`src/rtl/multi_channel_data_sink.sv`:
```
// N-channel valid/ready data sink with programmable backpressure and per-channel
// transfer count, last value and inter-arrival interval statistics.
module multi_channel_data_sink #(
  parameter int unsigned WIDTH = 8,
  parameter int unsigned NCH   = 4,
  parameter int unsigned CNT_W = 32,
  parameter int unsigned BL    = 0
) (
  input  logic                                   clk,
  input  logic                                   reset,
  input  logic [NCH-1:0]                         in_valid,
  input  logic [NCH*WIDTH-1:0]                   in_data,
  output logic [NCH-1:0]                         in_ready,
  input  logic                                   clear,
  input  logic [((NCH > 1) ? $clog2(NCH) : 1)-1:0] rd_ch,
  input  logic [2:0]                             rd_sel,
  output logic [CNT_W-1:0]                       rd_data
);

  localparam int unsigned CH_W   = (NCH > 1) ? $clog2(NCH) : 1;
  localparam int unsigned SW     = (BL > 1) ? $clog2(BL) : 1;
  localparam logic        HAS_BP = (BL > 0);

  localparam logic [0:0] READY = 1'b0;
  localparam logic [0:0] STALL = 1'b1;

  logic [0:0]       state     [NCH];
  logic [0:0]       stateNext [NCH];
  logic [SW-1:0]    stallCnt  [NCH];
  logic [SW-1:0]    stallNext [NCH];
  logic [NCH-1:0]   xfer;

  logic [CNT_W-1:0] count   [NCH];
  logic [CNT_W-1:0] sum     [NCH];
  logic [CNT_W-1:0] minV    [NCH];
  logic [CNT_W-1:0] maxV    [NCH];
  logic [CNT_W-1:0] last    [NCH];
  logic [CNT_W-1:0] ts      [NCH];
  logic [NCH-1:0]   hasPrev;
  logic [CNT_W-1:0] gcyc;

  logic [CNT_W-1:0] countN   [NCH];
  logic [CNT_W-1:0] sumN     [NCH];
  logic [CNT_W-1:0] minN     [NCH];
  logic [CNT_W-1:0] maxN     [NCH];
  logic [CNT_W-1:0] lastN    [NCH];
  logic [CNT_W-1:0] tsN      [NCH];
  logic [NCH-1:0]   hasPrevN;
  logic [CNT_W-1:0] gcycN;
  logic [CNT_W-1:0] interval [NCH];
  logic [CNT_W:0]   sumExt   [NCH];
  logic [CNT_W-1:0] rdNext;

  assign xfer = in_valid & in_ready;

  // Per-channel backpressure FSM: BL ready-low cycles after each accepted transfer
  always_comb begin
    for (int unsigned c = 0; c < NCH; c++) begin
      stateNext[c] = state[c];
      stallNext[c] = stallCnt[c];
      case (state[c])
        READY: begin
          if (xfer[c] && HAS_BP) begin
            stateNext[c] = STALL;
            stallNext[c] = SW'(BL - 1);
          end
        end
        STALL: begin
          if (stallCnt[c] == '0) stateNext[c] = READY;
          else                   stallNext[c] = stallCnt[c] - SW'(1);
        end
        default: stateNext[c] = READY;
      endcase
    end
  end

  always_ff @(posedge clk or posedge reset) begin
    if (reset) begin
      in_ready <= '1;
      for (int unsigned c = 0; c < NCH; c++) begin
        state[c]    <= READY;
        stallCnt[c] <= '0;
      end
    end else begin
      for (int unsigned c = 0; c < NCH; c++) begin
        state[c]    <= stateNext[c];
        stallCnt[c] <= stallNext[c];
        in_ready[c] <= (stateNext[c] == READY);
      end
    end
  end

  // Statistics next-state; clear overrides any same-cycle transfer
  always_comb begin
    gcycN    = (gcyc == '1) ? gcyc : gcyc + CNT_W'(1);
    hasPrevN = hasPrev;
    for (int unsigned c = 0; c < NCH; c++) begin
      countN[c]   = count[c];
      sumN[c]     = sum[c];
      minN[c]     = minV[c];
      maxN[c]     = maxV[c];
      lastN[c]    = last[c];
      tsN[c]      = ts[c];
      interval[c] = gcyc - ts[c];
      sumExt[c]   = {1'b0, sum[c]} + {1'b0, interval[c]};
      if (clear) begin
        countN[c]   = '0;
        sumN[c]     = '0;
        minN[c]     = '1;
        maxN[c]     = '0;
        lastN[c]    = '0;
        tsN[c]      = '0;
        hasPrevN[c] = 1'b0;
      end else if (xfer[c]) begin
        countN[c]   = (count[c] == '1) ? count[c] : count[c] + CNT_W'(1);
        lastN[c]    = CNT_W'(in_data[c*WIDTH +: WIDTH]);
        tsN[c]      = gcyc;
        hasPrevN[c] = 1'b1;
        if (hasPrev[c]) begin
          sumN[c] = sumExt[c][CNT_W] ? '1 : sumExt[c][CNT_W-1:0];
          if (interval[c] < minV[c]) minN[c] = interval[c];
          if (interval[c] > maxV[c]) maxN[c] = interval[c];
        end
      end
    end
    if (clear) gcycN = '0;
  end

  // Readout mux over post-update values; out-of-range channels read zero
  always_comb begin
    rdNext = '0;
    if (rd_sel == 3'd5) begin
      rdNext = gcycN;
    end else begin
      for (int unsigned c = 0; c < NCH; c++) begin
        if (rd_ch == CH_W'(c)) begin
          case (rd_sel)
            3'd0:    rdNext = countN[c];
            3'd1:    rdNext = sumN[c];
            3'd2:    rdNext = minN[c];
            3'd3:    rdNext = maxN[c];
            3'd4:    rdNext = lastN[c];
            3'd6:    rdNext = tsN[c];
            default: rdNext = '0;
          endcase
        end
      end
    end
  end

  always_ff @(posedge clk or posedge reset) begin
    if (reset) begin
      gcyc    <= '0;
      hasPrev <= '0;
      rd_data <= '0;
      for (int unsigned c = 0; c < NCH; c++) begin
        count[c] <= '0;
        sum[c]   <= '0;
        minV[c]  <= '1;
        maxV[c]  <= '0;
        last[c]  <= '0;
        ts[c]    <= '0;
      end
    end else begin
      gcyc    <= gcycN;
      hasPrev <= hasPrevN;
      rd_data <= rdNext;
      for (int unsigned c = 0; c < NCH; c++) begin
        count[c] <= countN[c];
        sum[c]   <= sumN[c];
        minV[c]  <= minN[c];
        maxV[c]  <= maxN[c];
        last[c]  <= lastN[c];
        ts[c]    <= tsN[c];
      end
    end
  end

endmodule

```
`config.mk`:
```
export PLATFORM = sky130hd
export DESIGN_NAME = multi_channel_data_sink
export DESIGN_NICKNAME = d
export VERILOG_FILES = /design/src/rtl/multi_channel_data_sink.sv
export SDC_FILE = /design/constraint.sdc
export NUM_CORES = 2
export LEC_CHECK = 0
export CORE_MARGIN = 1.5
export CORE_UTILIZATION = 58
export CTS_CLUSTER_SIZE = 30
export DETAILED_ROUTE_END_ITERATION = 7
export HOLD_SLACK_MARGIN = 0.03
export PLACE_DENSITY = 0.86
export SETUP_SLACK_MARGIN = 0.1
export SYNTH_ARGS = -nofsm -noshare
export SYNTH_HDL_FRONTEND = slang
export SYNTH_SLANG_ARGS = --single-unit
```
`constraint.sdc`:
```
create_clock -name clk -period 27.2 [get_ports clk]
set_clock_uncertainty 0.1 [all_clocks]
set_input_delay 5.44 -clock clk [delete_from_list [all_inputs] [get_ports clk]]
set_output_delay 5.44 -clock clk [all_outputs]
set_load 0.005 [all_outputs]
```
# --- Word-level counts from Yosys, hierarchy flattened ---
# Cells that the tools add are included.
op_classes:
  muxes: 107
  magnitude_cmp: 8
  n_reduce_logical: 6
  n_addsub: 17
  bitwise_logic: 5
  n_eq_ne: 14
ops:
  columns: ["cell", "count"]
  rows:
  - ["2-to-1 mux 32 bit", 83]
  - ["case mux 32 bit (6 select lines)", 4]
  - ["adder 32 x 1 -> 32 bit, second input constant", 5]
  - ["equality test 32 bit, second input constant", 5]
  - ["adder 32 x 32 -> 33 bit", 4]
  - ["greater-than comparator 32 bit", 4]
  - ["less-than comparator 32 bit", 4]
  - ["subtractor 32 bit", 4]
  - ["2-to-1 mux 1 bit", 20]
  - ["equality test 3 bit, second input constant", 3]
  - ["nonzero test 2 bit", 4]
  - ["equality test 3 x 2 -> 1 bit, second input constant", 2]
  - ["bitwise AND 4 bit", 1]
  - ["equality test 2 bit, second input constant", 2]
  - ["NOT 1 bit", 4]
  - ["subtractor 1 bit, second input constant", 4]
  - ["equality test 3 x 1 -> 1 bit, second input constant", 1]
  - ["logical NOT 3 bit", 1]
  - ["equality test 2 x 1 -> 1 bit, second input constant", 1]
  - ["logical NOT 2 bit", 1]
totals:
  reg_bits: 848
  output_inout_bits: 36

# --- Longest topological paths before layout ---
logic_depth:
  ltp_word: 12
  mapped_depth: 29
  mapped_depth_nobuf: 25

# --- Worst setup path after synthesis ---
# Ideal clock, no wire load.
synth_timing:
  path_kind: "in2reg"
  start: "in in_valid[2]"
  end: "reg rd_data[8]"
  slack_ns: 18.978
  arrival_time_ns: 8.002
  n_path_buf: 4
  t_required_ns: 26.980
  stages: 11
  cell_sequence: "clkbuf_1 > clkbuf_1 > buf_1 > buf_1 > mux2i_1 > nor2_1 > a221oi_1 > o31ai_1 > a221oi_1 > nor2_1 > a31o_1"
synth_rtl:
  columns: ["item", "line", "rtl"]
  rows:
  - ["start, declared", "11", "input logic [NCH-1:0] in_valid,"]
  - ["end signal, assigned", "167", "rd_data <= rdNext;"]
  - ["end, declared", "17", "output logic [CNT_W-1:0] rd_data"]

==> qor.yml <==
worst_slew_pin_slew_ns: 1.62
synth_edf_count: 0
internal_power_w: 0.00256
die_w_um: 323
min_period_ns: 10.50
wl_per_cell_um: 33.0
mostFrequentLayoutCells: "nor2_1, dfrtp_1, ha_1, inv_1, nand2_1"
clkSlewWorstSetupHoldPaths_ns: 0.06
seq_area_frac_synth_pct: 35.5
tns_ns: 0
hold_viol_final: 0
drv_cap: 1
maxSlewViolCount: 4
setup_viol: 0
antenna_found_initial: 35
startpoint_type: "primary input"
finalCritPeriodShare_pct: 38.6
synth_top_flop_cell: "dfrtp_1"
finish.utilization_pct: 64.4
synth_area_um2: 59300
comb_power_share_pct: 28.6
power.net_switching_w: 0.00138
hpwl_um: 202000
cts.repair.resized: 0
cts_max_level: 3
synth.distinct_cells: 92
hold_path_class: "reg -> reg"
cts-buffers-inserted: 97
fill_cells: 8592
post_cts_buffers: 0
dr.pass1.iters: 8
multiInputGateArea_um2: 35300
core-area_um2: 102000
final_common_cell: "nor2_1"
hold_buffers: 0
clockRootBuffer: "clkbuf_16"
place.gp.congestion: 1.11
crit_required_ns: 27.66
insertion_delay_ns: 0.71
grt_usage_pct: 51.1
wl_um: 271000
p_seq_share_pct: 34.1
path_class: "in -> reg"
synthArstFlopShare_pct: 100
violations: "DRC, capacitance limit, slew limit"
grt_max_degree: 150
io_pins: 80
port_buffers: 75
rsz0062_at_grt: "no"
die_h_um: 323
ir_drop_uv: 51.2
grt_overflow: 0
fmax_mhz: 95.2
regArea_um2: 21100
grt_pass1_wl_um: 383000
syn_to_final_growth_pct: 10.3
via_per_inst: 7.02
clock_power_share_pct: 37.3
syn_inst: 6759
hold_slack_ns: 0.381
clock_sinks: 836
fin_area_um2: 65400
synth_area_per_cell_um2: 8.78
cts_tree: "done"
ant_nets: 0
arrival_ns: 10.96
ys_warn_count: 0
placed_area_um2: 61900
num_vias: 57800
fin_nets: 7318
rows: 117
p_sw_share_pct: 34.9
cp-end-kind: "flop"
grt_pass1_vias: 53600
outcome: "complete, but fails checks"
power_leakage_nw: 31.3
cts_buffer_depth: 3
path_max_fanout: 149
ys_ff_latch: 836
drc_errors: 1
start_util_pct: 58.4
drive_above_1_share_pct: 8.87
p_per_area_nw_per_um2: 60.2
relSlewSlack_pct: -7.92
drt_iter0_markers: 8250
die_area_um2: 104000
## area by class of cell
type | count | area share (%)
antenna | 14 | 0.0535
clock buffer | 153 | 4.62
clock inverter | 31 | 0.751
inverter | 491 | 2.83
multi-input combinational | 5093 | 53.9
sequential | 836 | 32.2
tap | 1368 | 2.62
timing repair buffer | 238 | 3.04
## cells in the mapped netlist, types with 97 or more instances
master,count,area [µm²]
inv_1,491,1840
a21o_1,162,1220
dfstp_2,128,3360
a221oi_1,101,885
nand3_1,155,776
a21oi_1,431,2160
ha_1,509,6370
dfrtp_1,708,17700
nand4_1,97,607
clkbuf_1,260,976
mux2i_1,277,2770
nor2_1,811,3040
and2_1,175,1090
o211ai_1,134,1010
xnor2_1,204,1790
nand2_1,462,1730
xor2_1,161,1410
o21ai_0,298,1490
## worst max-delay path: stages
cell and delay [ns]:
buf_8 0.46, buf_12 0.51, buf_4 0.74, buf_4 0.67, buf_12 0.49, nor2_1 0.16, buf_4 0.27, and2_1 0.20
a221oi_1 0.30, o221ai_1 0.18, o31ai_1 0.77, buf_4 0.31, a31o_2 0.12, nand3_1 0.08
## power groups by stage
stage | Clock [W] | Combinational, W | Sequential [W]
final | 0.00147 | 0.00113 | 0.00134
after global routing | 0.00151 | 0.00119 | 0.00135
after CTS | 0.00146 | 0.00108 | 0.00134
after detailed placement | 0 | 0.00107 | 0.00136
after global placement | 0 | 0.00105 | 0.00136
after floorplan | 0 | 0.000694 | 0.00135
## final timing paths
check	endpoint	depth (start not counted)	startpoint	slack, ns
setup / recovery	rd_data[11]	14	clear	16.70
setup reg to reg	rd_data[13]	23	gcyc[0]	17.45
min in group asynchronous	sum[43]	2	reset	5.15
hold / removal	last[62]	1	last[62]	0.38
hold reg to reg	last[62]	1	last[62]	0.38
max in group asynchronous	sum[13]	6	reset	17.80
## stage by stage
step / cells / total power (W) / setup slack, ns
after floorplan: 6762 / 0.00204 / 10.28
after global placement: 8024 / 0.00241 / 16.09
after detailed placement: 8026 / 0.00243 / 16.23
after CTS: 8210 / 0.00388 / 16.97
after global routing: 8210 / 0.00404 / 16.64
final: 8224 / 0.00394 / 16.70
## per-layer routing
metal  routed length, µm  up-vias  track usage [%]
met5                 187        -                0
met4               25300       28             38.9
met3               37700     1111             19.2
met2              109000     4248             71.3
met1               99400    27900             63.6
li1                    -    24400                -
## flip-flops by register name, indices dropped and copies added, names as in the netlist
signal	count
count	128
last	128
maxV	128
minV	128
sum	128
ts	128
gcyc	32
rd_data	32
hasPrev	4
## cell families after synthesis
kind of cell / synth area share [%]
and+or+nand+nor: 16.0
AOI/OAI and AO/OA: 21.8
adders and majority gates: 11.0
buffers and inverters: 5.35
muxes: 4.86
other: 0.00632
xor gates and xnor gates: 5.44
DFF: 35.5
(Power assumes the default switching activity.)
